<file path="src/rtl/sd_sec_arbiter_if.sv">
// Bundle of client, status and engine-side signals around sd_sec_arbiter.
// slave = arbiter side; master = clients plus the engine.
interface sd_sec_arbiter_if #(
  parameter int SEC_BYTES = 512
);
  localparam int IDX_W = $clog2(SEC_BYTES + 1);

  logic             sd_init_done;
  logic             a_req, b_req;
  logic             a_wr, b_wr;
  logic [31:0]      a_addr, b_addr;
  logic             a_gnt, b_gnt;
  logic [7:0]       a_rd_data, b_rd_data;
  logic             a_rd_valid, b_rd_valid;
  logic [7:0]       a_wr_data, b_wr_data;
  logic             a_wr_req, b_wr_req;
  logic             a_done, b_done;
  logic [IDX_W-1:0] byte_idx;
  logic             busy;
  logic             sd_sec_read;
  logic [31:0]      sd_sec_read_addr;
  logic [7:0]       sd_sec_read_data;
  logic             sd_sec_read_data_valid;
  logic             sd_sec_read_end;
  logic             sd_sec_write;
  logic [31:0]      sd_sec_write_addr;
  logic [7:0]       sd_sec_write_data;
  logic             sd_sec_write_data_req;
  logic             sd_sec_write_end;

  modport slave (
    input  sd_init_done, a_req, b_req, a_wr, b_wr, a_addr, b_addr,
           a_wr_data, b_wr_data, sd_sec_read_data, sd_sec_read_data_valid,
           sd_sec_read_end, sd_sec_write_data_req, sd_sec_write_end,
    output a_gnt, b_gnt, a_rd_data, b_rd_data, a_rd_valid, b_rd_valid,
           a_wr_req, b_wr_req, a_done, b_done, byte_idx, busy,
           sd_sec_read, sd_sec_read_addr, sd_sec_write, sd_sec_write_addr,
           sd_sec_write_data
  );

  modport master (
    output sd_init_done, a_req, b_req, a_wr, b_wr, a_addr, b_addr,
           a_wr_data, b_wr_data, sd_sec_read_data, sd_sec_read_data_valid,
           sd_sec_read_end, sd_sec_write_data_req, sd_sec_write_end,
    input  a_gnt, b_gnt, a_rd_data, b_rd_data, a_rd_valid, b_rd_valid,
           a_wr_req, b_wr_req, a_done, b_done, byte_idx, busy,
           sd_sec_read, sd_sec_read_addr, sd_sec_write, sd_sec_write_addr,
           sd_sec_write_data
  );
endinterface

</file>
<file path="src/rtl/sd_sec_arbiter.sv">
// Two-client arbiter in front of a single-port SD sector engine.
// Round-robin by default; define SD_ARB_FIXED_PRIO_EN to give A fixed priority.
module sd_sec_arbiter #(
  parameter int SEC_BYTES = 512
) (
  input  logic              clk,
  input  logic              rst,
  sd_sec_arbiter_if.slave   bus
);
  localparam int IDX_W = $clog2(SEC_BYTES + 1);
  localparam logic [IDX_W-1:0] IDX_MAX = IDX_W'(SEC_BYTES);

  typedef enum logic [1:0] {S_IDLE, S_ARB, S_ISSUE, S_DONE} state_t;

  state_t           state_q, state_d;
  logic             own_q, own_d;     // 0 = A, 1 = B
  logic             last_q, last_d;
  logic             wr_q, wr_d;
  logic [31:0]      addr_q, addr_d;
  logic             gnt_a_q, gnt_a_d, gnt_b_q, gnt_b_d;
  logic             rd_stb_q, rd_stb_d, wr_stb_q, wr_stb_d;
  logic [IDX_W-1:0] idx_q, idx_d;

  logic pick_b, issue, step, end_hit;

`ifdef SD_ARB_FIXED_PRIO_EN
  assign pick_b = !bus.a_req;
`else
  assign pick_b = !bus.a_req || (bus.b_req && !last_q);
`endif

  assign issue   = (state_q == S_ISSUE);
  assign step    = issue && (wr_q ? bus.sd_sec_write_data_req : bus.sd_sec_read_data_valid);
  assign end_hit = wr_q ? bus.sd_sec_write_end : bus.sd_sec_read_end;

  always_ff @(posedge clk) begin
    if (rst) begin
      state_q  <= S_IDLE;
      own_q    <= 1'b0;
      last_q   <= 1'b1;
      wr_q     <= 1'b0;
      addr_q   <= '0;
      gnt_a_q  <= 1'b0;
      gnt_b_q  <= 1'b0;
      rd_stb_q <= 1'b0;
      wr_stb_q <= 1'b0;
      idx_q    <= '0;
    end else begin
      state_q  <= state_d;
      own_q    <= own_d;
      last_q   <= last_d;
      wr_q     <= wr_d;
      addr_q   <= addr_d;
      gnt_a_q  <= gnt_a_d;
      gnt_b_q  <= gnt_b_d;
      rd_stb_q <= rd_stb_d;
      wr_stb_q <= wr_stb_d;
      idx_q    <= idx_d;
    end
  end

  always_comb begin
    state_d  = state_q;
    own_d    = own_q;
    last_d   = last_q;
    wr_d     = wr_q;
    addr_d   = addr_q;
    gnt_a_d  = 1'b0;
    gnt_b_d  = 1'b0;
    rd_stb_d = rd_stb_q;
    wr_stb_d = wr_stb_q;
    idx_d    = idx_q;
    case (state_q)
      S_IDLE: if (bus.sd_init_done) state_d = S_ARB;
      S_ARB: begin
        if (!bus.sd_init_done) begin
          state_d = S_IDLE;
        end else if (bus.a_req || bus.b_req) begin
          own_d    = pick_b;
          wr_d     = pick_b ? bus.b_wr   : bus.a_wr;
          addr_d   = pick_b ? bus.b_addr : bus.a_addr;
          gnt_a_d  = !pick_b;
          gnt_b_d  = pick_b;
          rd_stb_d = !wr_d;
          wr_stb_d = wr_d;
          state_d  = S_ISSUE;
        end
      end
      S_ISSUE: begin
        if (step && idx_q != IDX_MAX) idx_d = idx_q + 1'b1;
        // Drop the strobe on the end edge so the engine cannot re-trigger.
        if (end_hit) begin
          rd_stb_d = 1'b0;
          wr_stb_d = 1'b0;
          state_d  = S_DONE;
        end
      end
      S_DONE: begin
        last_d  = own_q;
        idx_d   = '0;
        state_d = S_ARB;
      end
      default: state_d = S_IDLE;
    endcase
  end

  assign bus.a_gnt             = gnt_a_q;
  assign bus.b_gnt             = gnt_b_q;
  assign bus.sd_sec_read       = rd_stb_q;
  assign bus.sd_sec_write      = wr_stb_q;
  assign bus.sd_sec_read_addr  = addr_q;
  assign bus.sd_sec_write_addr = addr_q;
  assign bus.sd_sec_write_data = own_q ? bus.b_wr_data : bus.a_wr_data;
  assign bus.a_rd_data         = bus.sd_sec_read_data;
  assign bus.b_rd_data         = bus.sd_sec_read_data;
  assign bus.a_rd_valid        = issue && bus.sd_sec_read_data_valid && !own_q;
  assign bus.b_rd_valid        = issue && bus.sd_sec_read_data_valid &&  own_q;
  assign bus.a_wr_req          = issue && bus.sd_sec_write_data_req && !own_q;
  assign bus.b_wr_req          = issue && bus.sd_sec_write_data_req &&  own_q;
  assign bus.a_done            = (state_q == S_DONE) && !own_q;
  assign bus.b_done            = (state_q == S_DONE) &&  own_q;
  assign bus.byte_idx          = idx_q;
  assign bus.busy              = issue || (state_q == S_DONE);
endmodule

</file>
<file path="src/flat_wrapper.sv">
// flat-port wrapper written by rule: the top's interface ports become plain ports
module sd_sec_arbiter_flat 
#(
  parameter int SEC_BYTES = 512
)
  (clk, rst, bus_sd_init_done, bus_a_req, bus_b_req, bus_a_wr, bus_b_wr, bus_a_addr, bus_b_addr, bus_a_wr_data, bus_b_wr_data, bus_sd_sec_read_data, bus_sd_sec_read_data_valid, bus_sd_sec_read_end, bus_sd_sec_write_data_req, bus_sd_sec_write_end, bus_a_gnt, bus_b_gnt, bus_a_rd_data, bus_b_rd_data, bus_a_rd_valid, bus_b_rd_valid, bus_a_wr_req, bus_b_wr_req, bus_a_done, bus_b_done, bus_byte_idx, bus_busy, bus_sd_sec_read, bus_sd_sec_read_addr, bus_sd_sec_write, bus_sd_sec_write_addr, bus_sd_sec_write_data);
  sd_sec_arbiter_if #(.SEC_BYTES(SEC_BYTES)) bus_i ();
  input  logic clk;
  input  logic rst;
  input wire logic [$bits(bus_i.sd_init_done)-1:0] bus_sd_init_done;
  input wire logic [$bits(bus_i.a_req)-1:0] bus_a_req;
  input wire logic [$bits(bus_i.b_req)-1:0] bus_b_req;
  input wire logic [$bits(bus_i.a_wr)-1:0] bus_a_wr;
  input wire logic [$bits(bus_i.b_wr)-1:0] bus_b_wr;
  input wire logic [$bits(bus_i.a_addr)-1:0] bus_a_addr;
  input wire logic [$bits(bus_i.b_addr)-1:0] bus_b_addr;
  input wire logic [$bits(bus_i.a_wr_data)-1:0] bus_a_wr_data;
  input wire logic [$bits(bus_i.b_wr_data)-1:0] bus_b_wr_data;
  input wire logic [$bits(bus_i.sd_sec_read_data)-1:0] bus_sd_sec_read_data;
  input wire logic [$bits(bus_i.sd_sec_read_data_valid)-1:0] bus_sd_sec_read_data_valid;
  input wire logic [$bits(bus_i.sd_sec_read_end)-1:0] bus_sd_sec_read_end;
  input wire logic [$bits(bus_i.sd_sec_write_data_req)-1:0] bus_sd_sec_write_data_req;
  input wire logic [$bits(bus_i.sd_sec_write_end)-1:0] bus_sd_sec_write_end;
  output wire logic [$bits(bus_i.a_gnt)-1:0] bus_a_gnt;
  output wire logic [$bits(bus_i.b_gnt)-1:0] bus_b_gnt;
  output wire logic [$bits(bus_i.a_rd_data)-1:0] bus_a_rd_data;
  output wire logic [$bits(bus_i.b_rd_data)-1:0] bus_b_rd_data;
  output wire logic [$bits(bus_i.a_rd_valid)-1:0] bus_a_rd_valid;
  output wire logic [$bits(bus_i.b_rd_valid)-1:0] bus_b_rd_valid;
  output wire logic [$bits(bus_i.a_wr_req)-1:0] bus_a_wr_req;
  output wire logic [$bits(bus_i.b_wr_req)-1:0] bus_b_wr_req;
  output wire logic [$bits(bus_i.a_done)-1:0] bus_a_done;
  output wire logic [$bits(bus_i.b_done)-1:0] bus_b_done;
  output wire logic [$bits(bus_i.byte_idx)-1:0] bus_byte_idx;
  output wire logic [$bits(bus_i.busy)-1:0] bus_busy;
  output wire logic [$bits(bus_i.sd_sec_read)-1:0] bus_sd_sec_read;
  output wire logic [$bits(bus_i.sd_sec_read_addr)-1:0] bus_sd_sec_read_addr;
  output wire logic [$bits(bus_i.sd_sec_write)-1:0] bus_sd_sec_write;
  output wire logic [$bits(bus_i.sd_sec_write_addr)-1:0] bus_sd_sec_write_addr;
  output wire logic [$bits(bus_i.sd_sec_write_data)-1:0] bus_sd_sec_write_data;
  assign bus_i.sd_init_done = bus_sd_init_done;
  assign bus_i.a_req = bus_a_req;
  assign bus_i.b_req = bus_b_req;
  assign bus_i.a_wr = bus_a_wr;
  assign bus_i.b_wr = bus_b_wr;
  assign bus_i.a_addr = bus_a_addr;
  assign bus_i.b_addr = bus_b_addr;
  assign bus_i.a_wr_data = bus_a_wr_data;
  assign bus_i.b_wr_data = bus_b_wr_data;
  assign bus_i.sd_sec_read_data = bus_sd_sec_read_data;
  assign bus_i.sd_sec_read_data_valid = bus_sd_sec_read_data_valid;
  assign bus_i.sd_sec_read_end = bus_sd_sec_read_end;
  assign bus_i.sd_sec_write_data_req = bus_sd_sec_write_data_req;
  assign bus_i.sd_sec_write_end = bus_sd_sec_write_end;
  assign bus_a_gnt = bus_i.a_gnt;
  assign bus_b_gnt = bus_i.b_gnt;
  assign bus_a_rd_data = bus_i.a_rd_data;
  assign bus_b_rd_data = bus_i.b_rd_data;
  assign bus_a_rd_valid = bus_i.a_rd_valid;
  assign bus_b_rd_valid = bus_i.b_rd_valid;
  assign bus_a_wr_req = bus_i.a_wr_req;
  assign bus_b_wr_req = bus_i.b_wr_req;
  assign bus_a_done = bus_i.a_done;
  assign bus_b_done = bus_i.b_done;
  assign bus_byte_idx = bus_i.byte_idx;
  assign bus_busy = bus_i.busy;
  assign bus_sd_sec_read = bus_i.sd_sec_read;
  assign bus_sd_sec_read_addr = bus_i.sd_sec_read_addr;
  assign bus_sd_sec_write = bus_i.sd_sec_write;
  assign bus_sd_sec_write_addr = bus_i.sd_sec_write_addr;
  assign bus_sd_sec_write_data = bus_i.sd_sec_write_data;
  sd_sec_arbiter #(.SEC_BYTES(SEC_BYTES)) u_core (.clk(clk), .rst(rst), .bus(bus_i));
endmodule
</file>
<file path="config.mk">
export PLATFORM = sky130hd
export DESIGN_NAME = sd_sec_arbiter_flat
export DESIGN_NICKNAME = d
export VERILOG_FILES = /design/src/rtl/sd_sec_arbiter_if.sv /design/src/rtl/sd_sec_arbiter.sv /design/src/flat_wrapper.sv
export SDC_FILE = /design/constraint.sdc
export NUM_CORES = 1
export LEC_CHECK = 0
export ABC_AREA = 1
export BUFFER_PORTS_ARGS = -buffer_cell sky130_fd_sc_hd__buf_2
export CAP_MARGIN = 30
export CELL_PAD_IN_SITES_DETAIL_PLACEMENT = 0
export CELL_PAD_IN_SITES_GLOBAL_PLACEMENT = 2
export CORE_ASPECT_RATIO = 0.7
export CORE_MARGIN = 1
export CORE_UTILIZATION = 20
export CTS_CLUSTER_SIZE = 28
export DETAILED_ROUTE_END_ITERATION = 12
export PLACE_DENSITY = 0.92
export SYNTH_ARGS = -nofsm -noshare
export SYNTH_HDL_FRONTEND = slang
export SYNTH_SLANG_ARGS = --single-unit
</file>
<file path="constraint.sdc">
create_clock -name clk -period 1.7 [get_ports clk]
set_input_delay 0.17 -clock clk [delete_from_list [all_inputs] [get_ports clk]]
set_output_delay 0.17 -clock clk [all_outputs]
set_load 0.1 [all_outputs]
</file>
After elaboration in Yosys (flattened, before gate mapping)
Cells that the tools add are included.
{"block": "word_totals", "reg_bits": 51}
{"block": "classes", "mux": 19, "n_reduce_logical": 27, "bitwise": 3, "addsub": 1, "n_eq_ne": 10}
{"operator": "two-way mux 32 bit", "count": 1}
{"operator": "case mux 10 bit (2 select lines)", "count": 1}
{"operator": "logical AND 1 bit", "count": 11}
{"operator": "adder 10 x 1 -> 10 bit (second input constant)", "count": 1}
{"operator": "two-way mux 10 bit", "count": 1}
{"operator": "inequality test 10 bit (second input constant)", "count": 1}
{"operator": "two-way mux 1 bit", "count": 8}
{"operator": "two-way mux 2 bit", "count": 4}
{"operator": "two-way mux 8 bit", "count": 1}
{"operator": "inequality test 2 bit (second input constant)", "count": 4}
{"operator": "case mux 2 bit (4 select lines)", "count": 1}
{"operator": "AND reduction 3 bit", "count": 2}
{"operator": "zero test 1 bit", "count": 5}
{"operator": "== test 2 bit (second input constant)", "count": 2}
{"operator": "case mux 1 bit (2 select lines)", "count": 2}
{"operator": "AND reduction 4 bit", "count": 1}
{"operator": "nonzero test 2 bit", "count": 2}
{"operator": "OR reduction 4 bit", "count": 1}
{"operator": "logical OR 1 bit", "count": 3}
{"operator": "inequality test 3 x 2 -> 1 bit (second input constant)", "count": 1}
{"operator": "NOT 1 bit", "count": 3}
{"operator": "== test 2 x 1 -> 1 bit (second input constant)", "count": 1}
{"operator": "zero test 2 bit", "count": 1}
{"operator": "inequality test 2 x 1 -> 1 bit (second input constant)", "count": 1}
{"operator": "AND reduction 2 bit", "count": 1}

Depth between registers and ports, before layout
{"block": "depth", "ltp_word": 8, "mapped_depth": 11}

Worst setup path before layout
OpenSTA, ideal clock, no wires.
{"block": "synth_path", "path_type": "reg2out", "from": "reg u_core.state_q[0]", "to": "out bus_a_rd_valid", "stages_incl_launch_ff": 5, "path_buffers": 0, "arrival_time_ps": 2719, "setup_slack_ps": -1189, "path_cell_list": "dfxtp_1 inv_1 ha_1 inv_2 nor3_1"}
{"block": "synth_via", "elab_chain_cells": 3}
{"item": "from (decl)", "line_no": "sd_sec_arbiter.sv:15", "rtl": "state_t state_q, state_d;"}
{"item": "from (signal assigned)", "line_no": "sd_sec_arbiter.sv:49", "rtl": "state_q <= state_d;"}
{"item": "== test 2 bit", "line_no": "sd_sec_arbiter.sv:32", "rtl": "assign issue = (state_q == S_ISSUE);"}
{"item": "logical AND 1 bit (2 in a row)", "line_no": "sd_sec_arbiter.sv:116", "rtl": "assign bus.a_rd_valid = issue && bus.sd_sec_read_data_valid && !own_q;"}
{"item": "to (decl)", "line_no": "flat_wrapper.sv:28", "rtl": "output wire logic [$bits(bus_i.a_rd_valid)-1:0] bus_a_rd_valid;"}
Every way passes these cells.

Final worst setup path
{"block": "layout_path", "from": "reg u_core.state_q[0]", "to": "out bus_a_wr_req"}
{"block": "layout_via", "elab_chain_cells": 3}
{"item": "== test 2 bit", "line_no": "sd_sec_arbiter.sv:32"}
{"item": "logical AND 1 bit (2 in a row)", "line_no": "sd_sec_arbiter.sv:118", "rtl": "assign bus.a_wr_req = issue && bus.sd_sec_write_data_req && !own_q;"}
{"item": "to (decl)", "line_no": "flat_wrapper.sv:30", "rtl": "output wire logic [$bits(bus_i.a_wr_req)-1:0] bus_a_wr_req;"}
Every way passes these cells.

==> impl_metrics.toml <==
[synth]
synth_nets = 541
synthesized_area_per_cell_um2 = 6.798
mappedNetlistArea_mm2 = 0.002964
synth_top_area_cells = "dfxtp_1, nand2_1, nand3_1"
synth_cell_types = 23
yosysTopAreaCellShare_pct = 34.44
post-synth-top-area-cell = "dfxtp_1"
postSynthCellCount = 436
synth_seq_area_share_pct = 34.44
synth-seq-cells = 51
yosysWarnings = 0

[power]
power_share_of_the_combinational_group_pct = 47.5
intPower_mw = 2.544
leakage_nw = 2.218
power.share.sequential_pct = 28.7
p_sw_mw = 2.457
worst_ir_drop_vdd_v = 0.0003417
p_clk_share_pct = 23.9
power_per_cell_area_mw_per_mm2 = 1176
tot_pwr_mw = 5.001
switching_portion_of_total_power_pct = 49.12

[floorplan]
overall_die_area_mm2 = 0.01532
initial_core_util_pct = 20.89
io_pins = 208
core_area_mm2 = 0.01419
die_height_um = 103.9
placement_rows = 36
dieWidth_um = 147.5

[route]
viasPerCell = 4.104
drt_pass1_iterations = 4
drt-initial-drc-count = 138
route.vias.total = 3144
detail_route.wirelength_mm = 9.486
routed_wire_length_per_instance_um = 12.38
antenna_left = 0
count_of_unresolved_drc_violations_after_routing = 0

[worst_setup_path]
rr_startpoint = "u_core.state_q[1]$_SDFFE_PP0P_"
crit_start = "u_core.state_q[0]$_SDFFE_PP0P_"
critical_path.reg2reg.endpoint = "u_core.bus.sd_sec_read_addr[30]$_SDFFE_PP0P_"
worst-endpoint-arrival_ps = 1470
crit_path_start_kind = "flip-flop"
regToRegSetupSlack_ps = 120
worst_ep_required_time_ps = 1530
worstPathMaxFanout = 6
setup.worst_path.end_class = "primary output"
rr_worst_depth = 12
crit_path_end = "bus_a_wr_req"
criticalPathCategory = "reg -> out"

[timing]
worst_slew_pin_slew_ps = 513.0
final.hold.worst_slack_ps = 69.82
setup_viol = 0
drv_slew = 0
relSlewSlack_pct = 66.04
setup_total_negative_slack_ps = 0
post-route-worst-setup-slack_ps = 60.20
finalHoldViolCount = 0
layout_worst_path_cycle_share_pct = 96.46
clock.fmax_mhz = 609.8
finalWorstPathRequiredPeriod_ps = 1640
fin_skew_ps = 2.973

[finish]
multi_input_area_mm2 = 0.001423
layoutNonFillerInstCount = 766
finish.instance_area_mm2 = 0.004254
area.sequential_mm2 = 0.001039
layout-area-overhead-vs-synth_pct = 43.52
flip_flop_count_of_the_largest_register_all_copies_and_words_added = 32
fillCellCount = 1555
antenna-diode-count = 0
layout.core_utilization_pct = 29.98
layout-drive-gt1-share_pct = 41.49
final_nets = 680

[grt]
grt_pass1_vias = 2763
overflow_after_grt = 0
grt.total_usage_pct = 11.69
wire_length_of_the_first_global_routing_pass_mm = 14.35
largest_net_degree_at_the_start_of_global_routing = 35
antenna_violations_before_repair = 0

[clock_network]
cts_root_buf = "clkbuf_16"
cts_buffer_depth = 2
insertion_delay_ps = 290
cts_inserted_buffers = 5
htreeDepth = 2
clkTransAtPathRegs_ps = 70
tritoncts = "yes"
numClockSinks = 51
cts.hold.buffers_added = 0

[placed_design]
place.gp.congestion = 0.7342
dpl.cell_count = 754
dp.final_hpwl_mm = 7.068
placed_standard_cell_area_mm2 = 0.003909
place.port_buffers = 183
place_ws_ps = 113.9

[hold_path]
hold_class = "in -> reg"

[job]
max_capacitance_violation_count = 0

[run_status]
run_status = "finished clean"
## Yosys cell counts, drive strengths merged
| cell type | count |
|---|---|
| nand2 | 142 |
| nand3 | 83 |
| buf | 58 |
| dfxtp | 51 |
| inv | 32 |
| nor2 | 25 |
| a21oi | 10 |
| o21ai | 9 |
| clkbuf | 8 |
| ha | 6 |
| nor3 | 4 |
| a21boi | 3 |
| o22ai | 2 |
| nor3b | 1 |
| o211ai | 1 |
| o21a | 1 |
## worst max-delay path, stage by stage, from the launching register on
cell	delay [ps]
dfxtp_4	370
inv_4	70
ha_4	140
inv_4	50
buf_6	140
nor3_4	210
buf_12	200
## cells in the final DEF (no fill, tap or decap), types with 2 or more instances in the layout
cell type | netlist | layout
clkbuf_4 | 0 | 3
nand2_2 | 2 | 2
nor2_4 | 3 | 4
nand3_1 | 83 | 83
ha_1 | 6 | 4
inv_4 | 0 | 3
o22ai_1 | 2 | 2
a21boi_0 | 3 | 3
clkbuf_16 | 0 | 7
buf_4 | 49 | 5
nand2_1 | 138 | 138
dfxtp_2 | 0 | 11
buf_6 | 7 | 3
dfxtp_1 | 51 | 39
buf_12 | 0 | 12
inv_1 | 30 | 26
a21oi_1 | 10 | 10
inv_2 | 2 | 2
nor3_4 | 0 | 4
ha_4 | 0 | 2
nor2_1 | 22 | 21
o21ai_0 | 8 | 8
buf_2 | 2 | 173
## layer usage
metal | share of wire, % | up-vias | global-route usage, %
li1 | - | 1619 | -
met1 | 51 | 1407 | 16.95
met2 | 44 | 105 | 17.49
met3 | 4.9 | 13 | 2.325
met4 | 0.84 | 0 | 2.872
met5 | 0 | - | 0
## power groups by stage
stage / sequential [mW] / combinational, mW / clock [mW]
finish: 1.43 / 2.37 / 1.19
detailed placement: 1.45 / 2.31 / 0
CTS: 1.42 / 2.33 / 1.24
global route: 1.45 / 2.50 / 1.28
floorplan: 2.11 / 1.41 / 0
global placement: 1.44 / 2.32 / 0
## repair_timing
item	4_1_cts	5_1_grt
pin swaps	4	3
gates resized for setup	8	16
setup endpoints to repair	5	45
buffers inserted	0	1
cloned	0	3
## cells by family after synthesis
kind of cell / synth area share (%)
buf+inv: 20.47
compound gates: 5.023
fa+ha+maj: 2.533
flops: 34.44
simple gates: 37.53
## worst min path at each step
stage,startpoint,end,slack (ps),cells past startpoint
3_3_place_gp,bus_sd_sec_read_data[1],bus_a_rd_data[1],340,0
5_1_grt,bus_a_addr[3],u_core.bus.sd_sec_read_addr[3]$_SDFFE_PP0P_,60,3
3_5_place_dp,bus_sd_sec_read_data[1],bus_a_rd_data[1],340,0
4_1_cts,bus_a_addr[3],u_core.bus.sd_sec_read_addr[3]$_SDFFE_PP0P_,60,3
2_1_floorplan,bus_a_addr[0],u_core.bus.sd_sec_read_addr[0]$_SDFFE_PP0P_,280,2
6_report,bus_b_addr[22],u_core.bus.sd_sec_read_addr[22]$_SDFFE_PP0P_,70,3
## final cells by class
class | instances | area share, %
clock buffer | 6 | 3.265
clock inverter | 2 | 0.8235
inverter | 32 | 3.088
multi-input combinational | 287 | 33.44
sequential | 51 | 24.41
tap | 190 | 5.588
timing repair buffer | 198 | 29.38
No activity file was read; power rests on OpenSTA's default activity.
